`src/rtl/seg7_pkg.sv`:
```
// Shared seven-segment definitions: code widths, blank code and hex glyph table.
// Segment codes are {g,f,e,d,c,b,a}, active-low (0 lights a segment).
package seg7_pkg;

    localparam int unsigned SEG_W = 7;
    localparam int unsigned NIB_W = 4;

    localparam logic [SEG_W-1:0] SEG_OFF = 7'h7F;

    // Glyphs 0-9 then A, b, C, d, E, F.
    localparam logic [SEG_W-1:0] SEG_TABLE [16] = '{
        7'h40, 7'h79, 7'h24, 7'h30,
        7'h19, 7'h12, 7'h02, 7'h78,
        7'h00, 7'h10, 7'h08, 7'h03,
        7'h46, 7'h21, 7'h06, 7'h0E
    };

    // Nibble to active-low segment code.
    function automatic logic [SEG_W-1:0] seg_lookup(input logic [NIB_W-1:0] nib);
        return SEG_TABLE[nib];
    endfunction

endpackage

```
`src/rtl/seg7_scan_mux_if.sv`:
```
// Display bus for seg7_scan_mux.
// master: drives value/dp_in/digit_en/lz_suppress, observes seg/dp/anode/frame_tick.
// slave : the scan multiplexer itself.
interface seg7_scan_mux_if #(
    parameter int unsigned DIGITS = 4
);
    logic [4*DIGITS-1:0] value;        // nibble i = value[4i+3:4i]
    logic [DIGITS-1:0]   dp_in;        // decimal point request per digit, active-high
    logic [DIGITS-1:0]   digit_en;     // per-digit enable, 0 blanks the digit
    logic                lz_suppress;  // leading-zero suppression enable
    logic [6:0]          seg;          // {g,f,e,d,c,b,a}, active-low
    logic                dp;           // decimal point segment, active-low
    logic [DIGITS-1:0]   anode;        // digit select, active-low
    logic                frame_tick;   // one-cycle pulse after each shadow load

    modport master (
        output value, dp_in, digit_en, lz_suppress,
        input  seg, dp, anode, frame_tick
    );

    modport slave (
        input  value, dp_in, digit_en, lz_suppress,
        output seg, dp, anode, frame_tick
    );
endinterface

```
`src/rtl/seg7_decode.sv`:
```
// Combinational hex nibble to active-low seven-segment decoder.
// Ports: nibble_i - 4-bit value; seg_c_o - {g,f,e,d,c,b,a} active-low code.
module seg7_decode
    import seg7_pkg::*;
(
    input  logic [NIB_W-1:0] nibble_i,
    output logic [SEG_W-1:0] seg_c_o
);

    assign seg_c_o = seg_lookup(nibble_i);

endmodule

```
`src/rtl/seg7_scan_mux.sv`:
```
// Time-multiplexed seven-segment display driver.
// Each digit owns a slot of DIV clocks; the first BLANK clocks of a slot keep
// all anodes off to avoid ghosting. Inputs are captured into shadow registers
// once per frame so a frame never mixes old and new data.
// Ports: clk, rst (async, active-high); bus (slave) carries value, dp_in,
// digit_en, lz_suppress in and registered seg, dp, anode, frame_tick out.
module seg7_scan_mux
    import seg7_pkg::*;
#(
    parameter int unsigned DIGITS = 4,
    parameter int unsigned DIV    = 4000,
    parameter int unsigned BLANK  = 16
) (
    input  logic            clk,
    input  logic            rst,
    seg7_scan_mux_if.slave  bus
);

    localparam int unsigned PC_W  = $clog2(DIV);
    localparam int unsigned IDX_W = (DIGITS > 1) ? $clog2(DIGITS) : 1;
    localparam int unsigned VAL_W = NIB_W * DIGITS;

    // Scan position
    logic [PC_W-1:0]   pc_q,  pc_d;
    logic [IDX_W-1:0]  idx_q, idx_d;

    // Shadow copies of the display inputs
    logic [VAL_W-1:0]  sh_value_q, sh_value_d;
    logic [DIGITS-1:0] sh_dp_q,    sh_dp_d;
    logic [DIGITS-1:0] sh_en_q,    sh_en_d;
    logic              sh_lz_q,    sh_lz_d;

    // Registered outputs
    logic [SEG_W-1:0]  seg_q,   seg_d;
    logic              dp_q,    dp_d;
    logic [DIGITS-1:0] anode_q, anode_d;
    logic              tick_q,  tick_d;

    // Per-slot selections
    logic              load;
    logic [NIB_W-1:0]  nib_sel;
    logic              en_sel;
    logic              dp_sel;
    logic              zero_sel;
    logic [DIGITS:0]   zero_from;   // zero_from[i]: nibbles i..DIGITS-1 are all zero
    logic [SEG_W-1:0]  glyph;

    seg7_decode u_decode (
        .nibble_i (nib_sel),
        .seg_c_o  (glyph)
    );

    // Prescaler, digit index and once-per-frame shadow capture
    always_comb begin
        load = (pc_q == '0) && (idx_q == '0);

        pc_d  = pc_q + PC_W'(1);
        idx_d = idx_q;
        if (pc_q == PC_W'(DIV - 1)) begin
            pc_d = '0;
            if (idx_q == IDX_W'(DIGITS - 1)) begin
                idx_d = '0;
            end else begin
                idx_d = idx_q + IDX_W'(1);
            end
        end

        sh_value_d = sh_value_q;
        sh_dp_d    = sh_dp_q;
        sh_en_d    = sh_en_q;
        sh_lz_d    = sh_lz_q;
        if (load) begin
            sh_value_d = bus.value;
            sh_dp_d    = bus.dp_in;
            sh_en_d    = bus.digit_en;
            sh_lz_d    = bus.lz_suppress;
        end

        tick_d = load;
    end

    // Select the current digit's data. The next shadow is used so that with
    // BLANK = 0 the first slot of a frame already shows the freshly loaded data.
    always_comb begin
        nib_sel   = '0;
        en_sel    = 1'b0;
        dp_sel    = 1'b0;
        zero_sel  = 1'b0;
        zero_from = '0;

        zero_from[DIGITS] = 1'b1;
        for (int i = int'(DIGITS) - 1; i >= 0; i--) begin
            zero_from[i] = zero_from[i+1] && (sh_value_d[NIB_W*i +: NIB_W] == '0);
        end

        for (int i = 0; i < int'(DIGITS); i++) begin
            if (idx_q == IDX_W'(i)) begin
                nib_sel  = sh_value_d[NIB_W*i +: NIB_W];
                en_sel   = sh_en_d[i];
                dp_sel   = sh_dp_d[i];
                zero_sel = zero_from[i];
            end
        end
    end

    // Output pattern for the current scan position
    always_comb begin
        anode_d = '1;
        seg_d   = SEG_OFF;
        dp_d    = 1'b1;

        if (pc_q >= PC_W'(BLANK)) begin
            for (int i = 0; i < int'(DIGITS); i++) begin
                anode_d[i] = (idx_q != IDX_W'(i));
            end
            if (en_sel) begin
                dp_d = ~dp_sel;
                // Leading-zero suppression blanks the glyph only, never digit 0
                if (sh_lz_d && (idx_q != '0) && zero_sel) begin
                    seg_d = SEG_OFF;
                end else begin
                    seg_d = glyph;
                end
            end
        end
    end

    always_ff @(posedge clk or posedge rst) begin
        if (rst) begin
            pc_q       <= '0;
            idx_q      <= '0;
            sh_value_q <= '0;
            sh_dp_q    <= '0;
            sh_en_q    <= '0;
            sh_lz_q    <= 1'b0;
            seg_q      <= SEG_OFF;
            dp_q       <= 1'b1;
            anode_q    <= '1;
            tick_q     <= 1'b0;
        end else begin
            pc_q       <= pc_d;
            idx_q      <= idx_d;
            sh_value_q <= sh_value_d;
            sh_dp_q    <= sh_dp_d;
            sh_en_q    <= sh_en_d;
            sh_lz_q    <= sh_lz_d;
            seg_q      <= seg_d;
            dp_q       <= dp_d;
            anode_q    <= anode_d;
            tick_q     <= tick_d;
        end
    end

    assign bus.seg        = seg_q;
    assign bus.dp         = dp_q;
    assign bus.anode      = anode_q;
    assign bus.frame_tick = tick_q;

endmodule

```
`src/flat_wrapper.sv`:
```
// flat-port wrapper written by rule: the top's interface ports become plain ports
module seg7_scan_mux_flat import seg7_pkg::*;
#(
    parameter int unsigned DIGITS = 4,
    parameter int unsigned DIV    = 4000,
    parameter int unsigned BLANK  = 16
)
  (clk, rst, bus_value, bus_dp_in, bus_digit_en, bus_lz_suppress, bus_seg, bus_dp, bus_anode, bus_frame_tick);
  seg7_scan_mux_if #(.DIGITS(DIGITS)) bus_i ();
  input  logic clk;
  input  logic rst;
  input wire logic [$bits(bus_i.value)-1:0] bus_value;
  input wire logic [$bits(bus_i.dp_in)-1:0] bus_dp_in;
  input wire logic [$bits(bus_i.digit_en)-1:0] bus_digit_en;
  input wire logic [$bits(bus_i.lz_suppress)-1:0] bus_lz_suppress;
  output wire logic [$bits(bus_i.seg)-1:0] bus_seg;
  output wire logic [$bits(bus_i.dp)-1:0] bus_dp;
  output wire logic [$bits(bus_i.anode)-1:0] bus_anode;
  output wire logic [$bits(bus_i.frame_tick)-1:0] bus_frame_tick;
  assign bus_i.value = bus_value;
  assign bus_i.dp_in = bus_dp_in;
  assign bus_i.digit_en = bus_digit_en;
  assign bus_i.lz_suppress = bus_lz_suppress;
  assign bus_seg = bus_i.seg;
  assign bus_dp = bus_i.dp;
  assign bus_anode = bus_i.anode;
  assign bus_frame_tick = bus_i.frame_tick;
  seg7_scan_mux #(.DIGITS(DIGITS), .DIV(DIV), .BLANK(BLANK)) u_core (.clk(clk), .rst(rst), .bus(bus_i));
endmodule
```
`config.mk`:
```
export PLATFORM = sky130hd
export DESIGN_NAME = seg7_scan_mux_flat
export DESIGN_NICKNAME = d
export VERILOG_FILES = /design/src/rtl/seg7_pkg.sv /design/src/rtl/seg7_scan_mux_if.sv /design/src/rtl/seg7_decode.sv /design/src/rtl/seg7_scan_mux.sv /design/src/flat_wrapper.sv
export SDC_FILE = /design/constraint.sdc
export NUM_CORES = 1
export LEC_CHECK = 0
export ABC_AREA = 1
export BUFFER_PORTS_ARGS = -buffer_cell sky130_fd_sc_hd__buf_2
export CAP_MARGIN = 20
export CORE_ASPECT_RATIO = 2
export CORE_UTILIZATION = 57
export DETAILED_ROUTE_END_ITERATION = 8
export GPL_ROUTABILITY_DRIVEN = 0
export HOLD_SLACK_MARGIN = 0.06
export PLACE_DENSITY = 0.84
export SLEW_MARGIN = 15
export SYNTH_ARGS = -nofsm -noshare
export SYNTH_HDL_FRONTEND = slang
export SYNTH_SLANG_ARGS = --single-unit
```
`constraint.sdc`:
```
create_clock -name clk -period 2.8 [get_ports clk]
set_input_delay 0.14 -clock clk [delete_from_list [all_inputs] [get_ports clk]]
set_output_delay 0.14 -clock clk [all_outputs]
set_load 0.005 [all_outputs]
```
Word level (Yosys, flattened, before mapping). Memory sizes are Yosys's and may differ from the RTL's. Cells that the tools add are included.

Add/sub/neg operators: 2. $lt $le $gt $ge: 2. Equal/unequal tests: 7. Multiplexer cells: 30. Bitwise gates (word level): 2. Reductions and logical operators: 13.

Operators with widths (number): 7-bit two-way mux (5); 4-bit two-way mux (7); 4-bit zero test (4); 16-bit two-way mux (1); 1-bit two-way mux (15); 12-bit by 1-bit adder with 12-bit output (second input constant) (1); 12-bit == test (second input constant) (1); 12-bit by 5-bit greater-or-equal comparator with 1-bit output (second input constant) (1); 12-bit zero test (1); 12-bit two-way mux (1); 1-bit logical AND (6); 5-bit greater-or-equal comparator (second input constant) (1); 4-bit NOT with 5-bit output (1); 2-bit == test (second input constant) (2); 2-bit != test (second input constant) (2); 2-bit by 1-bit adder with 2-bit output (second input constant) (1); 2-bit by 1-bit == test with 1-bit output (second input constant) (1); 2-bit zero test (1); 2-bit two-way mux (1); 2-bit by 1-bit != test with 1-bit output (second input constant) (1); 2-bit nonzero test (1); 1-bit NOT (1).

Bits in registers: 52. Bits in read-only memories: 112. Input bits: 27. Output and inout port bits: 13. Word-level logic and storage cells: 67. Memories kept: 1.

Memories: (name not given) (words 16, bits a word 7, read ports 1, clocked after Yosys merged registers in 0, write ports 0, line seg7_pkg.sv:20) `return SEG_TABLE[nib];`.

Longest topological paths before layout.
Word-level depth: 15. Gate-level depth with buffers: 19. Mapped depth without buffers: 19.

Hierarchy. Synthesis repeated with hierarchy kept, for this count alone.

Cells, all modules: 351. Area, all modules: 2763.9 um2.

By module, submodules not included: seg7_scan_mux (times used 1, cells an instance 302, area an instance 2489.9 um2, sequential area each 1316.3 um2); seg7_decode (times used 1, cells an instance 49, area an instance 274.0 um2, sequential area each 0.0 um2).

Worst setup path after synthesis. Ideal clock, no wire load.

Path kind: flip-flop to flip-flop. Start point: register u_core.idx_q[0]. End point: register u_core.seg_q[3] (netlist: u_core.bus.seg[3]). Setup time: 0.089 ns. Arrival: 2.072 ns. Data required time: 2.711 ns. Path slack: 0.639 ns. Stages on the path, launching flop included: 17. Path buffers: 1. Period minus slack after synthesis: 2.161 ns. Path through: dfrtp_1 -> inv_1 -> ha_1 -> inv_1 -> nor2_2 -> nand2_4 -> buf_6 -> nor2_1 -> o21bai_1 -> nand2_1 -> nand2_2 -> inv_1 -> ha_1 -> nand3_1 -> nand2_1 -> nand2_1 -> nand3_1.

Word-level cells in the longest chain between the ends: 15. Elaborated cells between the ends (all ways): 37. Those cells by class: eq/ne (3); mux (20); bitwise (1); reduce/logical (12); memory (1).

Ends and longest elaborated chain: from (decl) (line seg7_scan_mux.sv:25) `logic [IDX_W-1:0] idx_q, idx_d;`; from (signal assigned) (line seg7_scan_mux.sv:142) `idx_q <= idx_d;`; parallel branches: the longest is 13 deep, another holds memory 16 x 7 bit; 7-bit two-way mux * (line seg7_scan_mux.sv:116) `if (en_sel) begin`; 7-bit two-way mux * (line seg7_scan_mux.sv:112) `if (pc_q >= PC_W'(BLANK)) begin`; net u_core.seg_d[3] (line seg7_scan_mux.sv:34) `logic [SEG_W-1:0] seg_q, seg_d;`; to (signal assigned) (line seg7_scan_mux.sv:147) `seg_q <= seg_d;`; to (decl) (line seg7_scan_mux.sv:34).

Mark *: on every way through the listed nets, which the timed path passes. The select of a mux whose other input is x is not followed. A chain may end at the register's enable or synchronous reset.

Final worst setup path.
Start point: register u_core.idx_q[1]. End point: register u_core.seg_q[3] (netlist: u_core.bus.seg[3]).

Elaborated cells between the ends (all ways): 37. Those cells by class: eq/ne (3); mux (20); bitwise (1); reduce/logical (12); memory (1).

RTL lines: 2-bit zero test * (line seg7_scan_mux.sv:55) `load = (pc_q == '0) && (idx_q == '0);`; 1-bit logical AND * (line seg7_scan_mux.sv:55); 16-bit two-way mux * (line seg7_scan_mux.sv:72) `if (load) begin`; net u_core.sh_value_d[4] (line seg7_scan_mux.sv:28) `logic [VAL_W-1:0] sh_value_q, sh_value_d;`; parallel branches: the longest is 8 deep, another holds memory 16 x 7 bit; 7-bit two-way mux * (line seg7_scan_mux.sv:119) `if (sh_lz_d && (idx_q != '0) && zero_sel) begin`; 7-bit two-way mux * (line seg7_scan_mux.sv:116); 7-bit two-way mux * (line seg7_scan_mux.sv:112); net u_core.seg_d[3] (line seg7_scan_mux.sv:34).

Marked as above.

==> impl_metrics.py <==
metrics = {
    "setup_path": {
        "cp_data_arrival_time_ns": 2.76,
        "critPathMaxFanout": 10,
        "cp.required_ns": 3.02,
        "critPathLaunchType": "flop",
        "end_kind": "flop",
        "crit_type": "reg -> reg",
    },
    "synthesis": {
        "yosysMostFrequentCell": "nand2_1",
        "netlist_area_um2": 2810,
        "ys_seq_area_share_pct": 46.8,
        "syn_inst": 353,
        "synth_cell_types": 31,
        "synth-edff-count": 0,
        "yosysTopAreaCell": "dfrtp_1",
        "yosys_warnings": 0,
        "avgSynthCellArea_um2": 7.96,
        "synth_common_cells": "nand2_1, inv_1, nand3_1",
        "synth_fp_nets": 392,
        "ys_ff_latch": 52,
        "async_reset_ff_share_pct": 100,
        "ys.flop_type": "dfrtp_1",
        "ys_top_cells_by_area": "dfrtp_1, nand2_1, dfstp_2, nand3_1, inv_1",
        "synth.top_cell.area_share_pct": 35.6,
    },
    "status": {
        "outcome": "finished, violations left",
        "violations": "hold timing",
    },
    "routing": {
        "dr.pass1.iters": 4,
        "drt-total-wl_mm": 6.17,
        "drc_errors": 0,
        "vias": 2403,
        "ant_nets": 0,
        "vias_per_cell": 5.30,
        "first_iter_violations": 72,
        "wl_per_cell_um": 13.6,
    },
    "layout": {
        "drive_above_1_share_pct": 20.6,
        "antenna_cells": 0,
        "area_growth_pct": 14.2,
        "nets": 436,
    },
    "clocking": {
        "htree_levels": 2,
        "tritoncts": "yes",
        "numCtsBuffers": 5,
        "cts.sinks": 52,
        "clock_path_buffers": 2,
        "clk_latency_ns": 0.30,
        "postCtsSetupBuffers": 0,
        "root_buffer": "clkbuf_8",
        "clk_pin_slew_worst_paths_ns": 0.09,
    },
    "global_routing": {
        "grt_overflow": 0,
        "grt_max_degree": 53,
        "antenna_found_initial": 0,
        "grt_pass1_vias": 2434,
        "grt_usage_pct": 26.3,
        "grt_pass1_wl_mm": 10.3,
    },
    "sta": {
        "hold_ws_ns": -0.0207,
        "worst_slack_ns": 0.263,
        "rsz0062_at_grt": "false",
        "hold_viol_final": 40,
        "relSlewSlack_pct": 42.7,
        "max_slew.worst_pin.slew_ns": 0.858,
        "fmax_mhz": 394,
        "finalSetupViolations": 0,
        "min_period_ns": 2.54,
        "tns_ns": 0,
        "finClkSkew_ns": 0.00437,
        "fin_crit_sh_pct": 90.6,
        "final_max_slew_viol_count": 0,
    },
    "floorplanning": {
        "core-area_um2": 4690,
        "io_pins": 40,
        "die_y_um": 101,
        "initial_core_util_pct": 60.0,
        "die_w_um": 51.7,
        "fp-row-count": 35,
        "die-area_um2": 5230,
    },
    "placement": {
        "portBuffers": 39,
        "dp_hpwl_mm": 4.45,
        "pre_cts_slack_ns": 0.200,
    },
    "power_and_ir_drop": {
        "power_density_nw_per_um2": 460,
        "p_leak_uw": 0.00172,
        "ir_drop_mv": 0.374,
    },
    "job": {
        "maxCapViolations": 0,
    },
    "worst_hold_path": {
        "hold_class": "in -> async",
    },
}
## layout make-up
class	count	area, µm²
clock buffers	7	96.3
clock inverters	1	30.0
fillers	390	1480
inverters	53	208
multi-input cells	240	1240
flip-flops and latches	52	1320
well taps	55	68.8
repair buffers	45	248
## repair_timing
action,in CTS,in global routing
hold buffers,3,0
setup endpoints to repair,0,7
endpoints found under the hold margin,3,0
resized for setup,0,5
## layout by cell type, fill, tap and decap left out, types with 3 or more instances in the layout
| master | n |
|---|---|
| nand2_1 | 110 |
| a21oi_1 | 6 |
| dlygate4sd3_1 | 3 |
| o21ai_0 | 4 |
| nand3b_1 | 7 |
| nand2_2 | 5 |
| nor2_1 | 27 |
| dfstp_2 | 12 |
| inv_1 | 47 |
| nor3_1 | 4 |
| o21bai_1 | 4 |
| clkbuf_8 | 7 |
| and2_1 | 4 |
| ha_1 | 12 |
| nand3_1 | 41 |
| inv_2 | 3 |
| buf_4 | 3 |
| dfrtp_1 | 40 |
| buf_2 | 39 |
## registers in the layout (all words and copies together) (netlist names)
signal                 cells
u_core.bus.seg             7
u_core.idx_q               2
u_core.sh_en_q             4
u_core.bus.anode           4
u_core.bus.frame_tick      1
u_core.pc_q               12
u_core.sh_value_q         16
u_core.bus.dp              1
u_core.sh_dp_q             4
u_core.sh_lz_q             1
## per-layer routing
| layer | GRT usage (%) | up-vias | part of all wire (%) |
|---|---|---|---|
| li1 | - | 1169 | - |
| met1 | 25.7 | 1102 | 35 |
| met2 | 50.8 | 100 | 57 |
| met3 | 3.60 | 32 | 3.6 |
| met4 | 13.3 | 0 | 4.4 |
| met5 | 0 | - | 0 |
## final timing paths
| kind | slack [ns] | cells after the start | end | from |
|---|---|---|---|---|
| worst max-delay path | 0.26 | 16 | u_core.bus.seg[3] | u_core.idx_q[1] |
| worst min-delay path | -0.02 | 2 | u_core.pc_q[2] | rst |
| worst max register to register | 0.26 | 16 | u_core.bus.seg[3] | u_core.idx_q[1] |
| worst min register to register | 0.49 | 2 | u_core.sh_dp_q[2] | u_core.sh_dp_q[2] |
| max in group asynchronous | 2.31 | 2 | u_core.bus.frame_tick | rst |
| min in group clk | 0.07 | 3 | u_core.sh_en_q[2] | bus_digit_en[2] |
## worst max-delay path: stages, from the launching register on
cell     delay (ns)
dfrtp_1        0.43
inv_1          0.10
ha_1           0.19
inv_1          0.10
nor2_4         0.18
buf_4          0.19
nand3_1        0.10
nand2_1        0.11
nand2_1        0.06
nand2_1        0.08
nand2_1        0.09
nand2_1        0.07
nand2_1        0.13
ha_1           0.36
nand3_1        0.08
nand3_1        0.09
nand3_1        0.08
## power breakdown
part	switching, µW	leakage [µW]	total [µW]	internal (µW)
combinational	79.3	0.00104	130	51.2
sequential	7.19	0.000613	791	784
clock	239	0.0000645	555	315
## cell families after synthesis
family          Yosys count  share of synthesized area [%]
flops                    52                           46.8
xor+xnor                  2                          0.623
fa+ha+maj                12                           5.34
buf+inv                  61                           9.44
simple gates            207                           33.2
compound gates           18                           4.19
mux                       1                          0.401
## per-stage QoR
step                      instance area, µm²  hold slack, ns  util, %  total power, µW  std cells
after floorplan                         2810           0.258        -              882        353
after global placement                  3030           0.361     64.7              925        442
after detailed placement                3030           0.367     64.7              930        442
after CTS                               3190          0.0649     68.1             1480        453
after global routing                    3210          0.0581     68.5             1530        453
final                                   3210         -0.0207     68.5             1480        453
Power figures use the tool's default switching activity.
